[src/rtl/muxn_pipe.sv]
// -----------------------------------------------------------------------------
// muxn_pipe
//
// Parametrised N:1 result-select mux with a registered output stage and a
// one-entry skid buffer, for source selection between pipeline stages
// (writeback / ALU-source select). Generalises the 32-bit 2:1 select.
//
// Parameters:
//   WIDTH   data width of each source and of the output (default 32)
//   NUM_IN  number of sources, must be >= 2 (default 4)
//   SEL_W   select width, derived as $clog2(NUM_IN)
//
// Ports:
//   clk        rising-edge clock
//   rst_n      synchronous active-low reset
//   in_valid   upstream offers sel/data_in
//   in_ready   block can accept (registered, 1 when skid register empty)
//   sel        source index; values >= NUM_IN select all-zero data
//   data_in    flattened sources, source k = data_in[k*WIDTH +: WIDTH]
//   out_valid  out_data holds a valid result
//   out_ready  downstream accepts
//   out_data   registered selected value
//   sel_err    (only with MUXN_PIPE_SEL_ERR_EN) entry's sel was >= NUM_IN
//
// Optional feature macro: MUXN_PIPE_SEL_ERR_EN adds the sel_err output,
// which travels with the data through the main and skid registers.
//
// State table:
//   state    | meaning
//   ---------+--------------------------------------------------------
//   ST_EMPTY | no entry held; out_valid=0
//   ST_ONE   | main register M valid, skid S empty; accepting
//   ST_FULL  | M and S both valid; input stalled until M drains
// -----------------------------------------------------------------------------
module muxn_pipe #(
    parameter int  WIDTH  = 32,
    parameter int  NUM_IN = 4,
    localparam int SEL_W  = $clog2(NUM_IN)
) (
    input  logic                    clk,
    input  logic                    rst_n,
    input  logic                    in_valid,
    output logic                    in_ready,
    input  logic [SEL_W-1:0]        sel,
    input  logic [NUM_IN*WIDTH-1:0] data_in,
    output logic                    out_valid,
    input  logic                    out_ready,
    output logic [WIDTH-1:0]        out_data
`ifdef MUXN_PIPE_SEL_ERR_EN
    ,
    output logic                    sel_err
`endif
);

    typedef enum logic [1:0] {
        ST_EMPTY = 2'd0,
        ST_ONE   = 2'd1,
        ST_FULL  = 2'd2
    } state_t;

    state_t             state;
    state_t             state_nxt;
    logic [WIDTH-1:0]   m_data;
    logic [WIDTH-1:0]   s_data;
    logic [WIDTH-1:0]   sel_data;
    logic               accept;
    logic               out_fire;
    logic               load_m_in;
    logic               load_m_s;
    logic               load_s;
`ifdef MUXN_PIPE_SEL_ERR_EN
    logic               sel_oor;
    logic               m_err;
    logic               s_err;
`endif

    // Unmatched select values fall through to zero, which covers the
    // out-of-range codes that exist when NUM_IN is not a power of two.
    always_comb begin
        sel_data = '0;
`ifdef MUXN_PIPE_SEL_ERR_EN
        sel_oor  = 1'b1;
`endif
        for (int k = 0; k < NUM_IN; k++) begin
            if (sel == SEL_W'(k)) begin
                sel_data = data_in[k*WIDTH +: WIDTH];
`ifdef MUXN_PIPE_SEL_ERR_EN
                sel_oor  = 1'b0;
`endif
            end
        end
    end

    assign accept    = in_valid & in_ready;
    assign out_valid = (state != ST_EMPTY);
    assign out_fire  = out_valid & out_ready;
    assign out_data  = m_data;

    always_comb begin
        state_nxt = state;
        load_m_in = 1'b0;
        load_m_s  = 1'b0;
        load_s    = 1'b0;
        case (state)
            ST_EMPTY: begin
                if (accept) begin
                    load_m_in = 1'b1;
                    state_nxt = ST_ONE;
                end
            end
            ST_ONE: begin
                if (accept && out_fire) begin
                    load_m_in = 1'b1;
                end else if (accept) begin
                    load_s    = 1'b1;
                    state_nxt = ST_FULL;
                end else if (out_fire) begin
                    state_nxt = ST_EMPTY;
                end
            end
            ST_FULL: begin
                // in_ready is low here, so accept cannot be set.
                if (out_fire) begin
                    load_m_s  = 1'b1;
                    state_nxt = ST_ONE;
                end
            end
            default: begin
                state_nxt = ST_EMPTY;
            end
        endcase
    end

    // in_ready is registered from the next state so that out_ready never
    // reaches it combinationally; it stays low for the first cycle after reset.
    always_ff @(posedge clk) begin
        if (!rst_n) begin
            state    <= ST_EMPTY;
            in_ready <= 1'b0;
            m_data   <= '0;
            s_data   <= '0;
        end else begin
            state    <= state_nxt;
            in_ready <= (state_nxt != ST_FULL);
            if (load_m_in) begin
                m_data <= sel_data;
            end else if (load_m_s) begin
                m_data <= s_data;
            end
            if (load_s) begin
                s_data <= sel_data;
            end
        end
    end

`ifdef MUXN_PIPE_SEL_ERR_EN
    always_ff @(posedge clk) begin
        if (!rst_n) begin
            m_err <= 1'b0;
            s_err <= 1'b0;
        end else begin
            if (load_m_in) begin
                m_err <= sel_oor;
            end else if (load_m_s) begin
                m_err <= s_err;
            end
            if (load_s) begin
                s_err <= sel_oor;
            end
        end
    end

    assign sel_err = m_err;
`endif

endmodule

[config.mk]
export PLATFORM = sky130hd
export DESIGN_NAME = muxn_pipe
export DESIGN_NICKNAME = d
export VERILOG_FILES = /design/src/rtl/muxn_pipe.sv
export SDC_FILE = /design/constraint.sdc
export NUM_CORES = 1
export LEC_CHECK = 0
export BUFFER_PORTS_ARGS = -buffer_cell sky130_fd_sc_hd__buf_4
export CAP_MARGIN = 30
export CORE_UTILIZATION = 38
export CTS_BUF_LIST = sky130_fd_sc_hd__clkbuf_4 sky130_fd_sc_hd__clkbuf_8 sky130_fd_sc_hd__clkbuf_16
export DETAILED_ROUTE_END_ITERATION = 6
export GPL_TIMING_DRIVEN = 0
export PLACE_DENSITY = 0.67
export SYNTH_ARGS = -nofsm -noshare
export SYNTH_HDL_FRONTEND = slang
export SYNTH_SLANG_ARGS = --single-unit
[constraint.sdc]
create_clock -name clk -period 1.87 [get_ports clk]
set_input_delay 0.187 -clock clk [delete_from_list [all_inputs] [get_ports clk]]
set_output_delay 0.187 -clock clk [all_outputs]
set_load 0.1 [all_outputs]
== Word-level counts from Yosys, hierarchy flattened ==
Cells that the tools add are included.

* Equality and inequality tests: 6
* Multiplexer cells: 19
* Bitwise operators: 2
* Reductions and logical operators: 5

{| class="wikitable"
|+ Operator list
! kind !! number
|-
| $mux W32 || 6
|-
| $mux W2 || 5
|-
| $eq A2 B2 Y1 const B || 3
|-
| $mux W1 || 6
|-
| $pmux W2 S3 || 1
|-
| $eq A2 B1 Y1 const B || 2
|-
| $logic_not A2 Y1 || 2
|-
| $reduce_bool A2 Y1 || 2
|-
| $and A1 B1 Y1 || 2
|-
| $ne A2 B2 Y1 const B || 1
|-
| $pmux W1 S2 || 1
|-
| $logic_and A1 B1 Y1 || 1
|}

* Register bits after elaboration: 67
* Output and inout port bits: 34

== Depth between registers and ports, before layout ==
* Depth after elaboration: 7
* Gate-level depth with buffers: 6

== Worst setup path before layout ==
OpenSTA, ideal clock, no wires.

* Path kind: reg2reg
* Start point: register in_ready
* End point: register m_data[0], in the netlist out_data[0]
* Setup time: 71 ps
* Arrival time: 1833 ps
* Data required time: 1799 ps
* Setup slack: -34 ps
* Cell stages (with the launch flop): 6
* Buffers on the path: 2
* Period minus slack after synthesis: 1904 ps
* Cell sequence: dfxtp_1 and3b_1 buf_2 buf_2 nand3_1 a21oi_1

* Word-level cells in the longest chain between the ends: 5

{| class="wikitable"
|+ RTL lines
! element !! RTL line !! text
|-
| start, declared || 43 || <nowiki>output logic in_ready,</nowiki>
|-
| start signal, assigned || 144 || <nowiki>in_ready <= (state_nxt != ST_FULL);</nowiki>
|-
| $and A1 B1 Y1 * || 94 || <nowiki>assign accept = in_valid & in_ready;</nowiki>
|-
| $logic_and A1 B1 Y1 || 112 || <nowiki>if (accept && out_fire) begin</nowiki>
|-
| $mux W1 || 112 ||
|-
| $pmux W1 S2 * || 104 || <nowiki>case (state)</nowiki>
|-
| $mux W32 / $reduce_bool A2 Y1 (equally long branches) || n/a ||
|-
| end signal, assigned || 146 || <nowiki>m_data <= sel_data;</nowiki>
|-
| end signal, assigned || 148 || <nowiki>m_data <= s_data;</nowiki>
|-
| end, declared || 63 || <nowiki>logic [WIDTH-1:0] m_data;</nowiki>
|}

Every way passes the cells marked *; elsewhere a longest branch is shown, timed or not.
A chain may end at the register's enable or synchronous reset.

== Worst setup path after layout ==
* Start point: register state[1]
* End point: output out_valid

* Word-level cells in the longest chain between the ends: 1

{| class="wikitable"
|+ RTL lines
! element !! RTL line !! text
|-
| start, declared || 61 || <nowiki>state_t state;</nowiki>
|-
| start signal, assigned || 143 || <nowiki>state <= state_nxt;</nowiki>
|-
| $reduce_bool A2 Y1 || 95 || <nowiki>assign out_valid = (state != ST_EMPTY);</nowiki>
|-
| end, declared || 46 || <nowiki>output logic out_valid,</nowiki>
|}

No other way between the ends.

==> results.toml <==
[worst_setup_path]
worst_path_max_delay_cell = "dfxtp_1"
arrival_ns = 1.25
cpLargestDelayFamily = "flip-flops"
required_ns = 1.68
cp_max_fo = 7
path_buf_inv = 1
path_cells = "or2_2 -> buf_4"
crit_path_max_incr_delay_ns = 0.37
cp-startpoint = "state[1]"
critical_path_class = "flop to output port"
cp-start-kind = "flop"
r2r-start = "state[1]"
cp-end-kind = "output port"

[clock_tree]
cts_tree = "built"
cts_made_buffers = 9
root_buffer = "clkbuf_8"
ctsHoldBuffers = 0
cts.path.max_buffers = 2
clock_latency_ns = 0.34
cts.sinks = 67
post_cts_buffers = 0
ctsResizeCount = 0
clk_pin_slew_ns = 0.07
h-tree-depth = 3

[finish]
post-route-util = 0.564
regArea_um2 = 1340
final_common_cell = "buf_4"
multi_input_area_um2 = 2050
antenna_cells = 0
fillers = 874
layout-drive-gt1-share = 0.441
layout.nets = 693
syn_to_final_growth_pct = 43.1
final_cell_mix = "buf_4 (166), dfxtp_1 (66), nand2_1 (65)"

[worst_hold_path]
hold_class = "primary input to flop"
min_from = "out_ready"

[yosys]
async_reset_ff_frac = 0
synth-seq-cells = 67
synth_compound_area_frac = 0.214
syn_nets = 517
synth-edff-count = 0
synth_top_family_by_area = "compound AO/OA/AOI/OAI gates"
synth_cell_types = 29
yosysSeqAreaShare = 0.365
synthFlopType = "dfxtp_1"
avgSynthCellArea_um2 = 9.60
synthSimpleGateAreaFrac = 0.138
synthAdderAreaFrac = 0
synthMuxAreaShare = 0.204
netlist_area_um2 = 3680
ys_warn_count = 0
synth_xor_xnor_area_share = 0
syn_inst = 383

[die]
design.core.area_um2 = 9330
row_count = 35
io_pins = 168
die_y_um = 100
fp.dieArea_um2 = 10100
fp.dieW_um = 100
initial_core_util = 0.394

[timing]
fin_crit_sh = 0.769
setup_viol = 0
fin_crit_ns = 1.44
finalHoldViolCount = 0
clock_skew_ns = 0.00594
rsz0062_at_grt = "no"
timing.fmax_mhz = 696
relSlewSlack = 0.670
slew_violations = 0
tightest_slew_ns = 0.494
fin_tns_setup_ns = 0

[route]
vias = 3741
drt-total-wl_um = 11100
viasPerCell = 5.40
drt_iter0_drc = 227
wl_per_cell_um = 16.0
drt-pass1-iter-count = 5
ant_nets = 0
drc = 0

[power]
sequentialPowerShare = 0.399
cellInternalPower_mw = 2.56
switching_share = 0.332
p_sw_mw = 1.27
vdd_drop_max_mv = 0.292
pwr-share-comb = 0.306
p_leak_nw = 2.21
p_per_area_nw_per_um2 = 727
pwr-share-clk = 0.295

[place]
port_buffers = 165
gp_congestion = 0.809
dp_hpwl_um = 8220

[global_routing]
grt_pass1_vias = 3603
grt_start_max_net_pins = 11
grt_pass1_wl_um = 17300
track_usage = 0.223
grt-ovfl-total = 0
antenna_found_initial = 0

[status]
status = "finished clean"

[flow_run]
max-cap-violations = 0
==> synthesized netlist by cell type (3+ instances only) <==
cell type / n / area share
clkbuf_1: 9 / 0.0092
dfxtp_1: 67 / 0.36
buf_12: 3 / 0.016
nand3_1: 33 / 0.045
buf_6: 8 / 0.024
buf_2: 19 / 0.026
o21ai_1: 9 / 0.012
o21ai_0: 23 / 0.031
mux4_2: 30 / 0.18
a21oi_1: 33 / 0.045
o22ai_1: 33 / 0.056
a21boi_1: 32 / 0.065
nand2_1: 65 / 0.066
==> routing by layer <==
| metal | GRT usage | vias to the layer above | share of wire |
|---|---|---|---|
| li1 | - | 1771 | - |
| met1 | 0.294 | 1792 | 0.42 |
| met2 | 0.371 | 164 | 0.50 |
| met3 | 0.0299 | 14 | 0.063 |
| met4 | 0.0870 | 0 | 0.015 |
| met5 | 0 | - | 0 |
==> sequential cells by signal, indices dropped and copies added (netlist names) <==
| name | flops |
|---|---|
| s_data | 32 |
| out_data | 32 |
| in_ready | 1 |
| state | 2 |
==> cell type report <==
| type | count | share of cell area |
|---|---|---|
| timing repair buffer | 165 | 0.235 |
| clock inverter | 2 | 0.00190 |
| clock buffer | 14 | 0.0330 |
| sequential | 67 | 0.255 |
| buffer | 41 | 0.0551 |
| tap | 129 | 0.0307 |
| multi-input combinational | 275 | 0.389 |
==> worst min-delay path, stage by stage <==
cell	delay, ns
buf_4	0.11
nor2_1	0.05
nor2b_1	0.08
==> path summary, 6_finish.rpt <==
path                  to  cells past startpoint  slack, ns
max            out_valid                      2       0.43
min             in_ready                      3       0.13
max reg2reg  out_data[0]                      5       0.43
min reg2reg   s_data[22]                      2       0.45
==> per-stage QoR <==
stage / hold slack, ns / area, um^2 / setup slack [ns] / std cells / power, mW
2_1_floorplan: 0.335 / 3680 / 0.332 / 383 / 2.33
3_3_place_gp: 0.441 / 5080 / 0.510 / 677 / 2.71
3_5_place_dp: 0.445 / 5080 / 0.464 / 677 / 2.73
4_1_cts: 0.123 / 5260 / 0.425 / 693 / 3.84
5_1_grt: 0.149 / 5260 / 0.273 / 693 / 3.96
6_report: 0.126 / 5260 / 0.432 / 693 / 3.82
==> kinds of logic (layout without fill, tap and decap cells) <==
group / count (synthesis) / in the layout
compound gates: 131 / 131
simple gates: 110 / 110
flops: 67 / 67
buf+inv: 41 / 222
mux: 34 / 34
==> power by group through the flow <==
| stage | sequential (mW) | combinational [mW] | clock (mW) |
|---|---|---|---|
| floorplan | 1.93 | 0.404 | 0 |
| finish | 1.53 | 1.17 | 1.13 |
| global placement | 1.56 | 1.16 | 0 |
| CTS | 1.53 | 1.17 | 1.14 |
| global route | 1.53 | 1.23 | 1.19 |
| detailed placement | 1.56 | 1.17 | 0 |
Power figures use the tool's default switching activity.
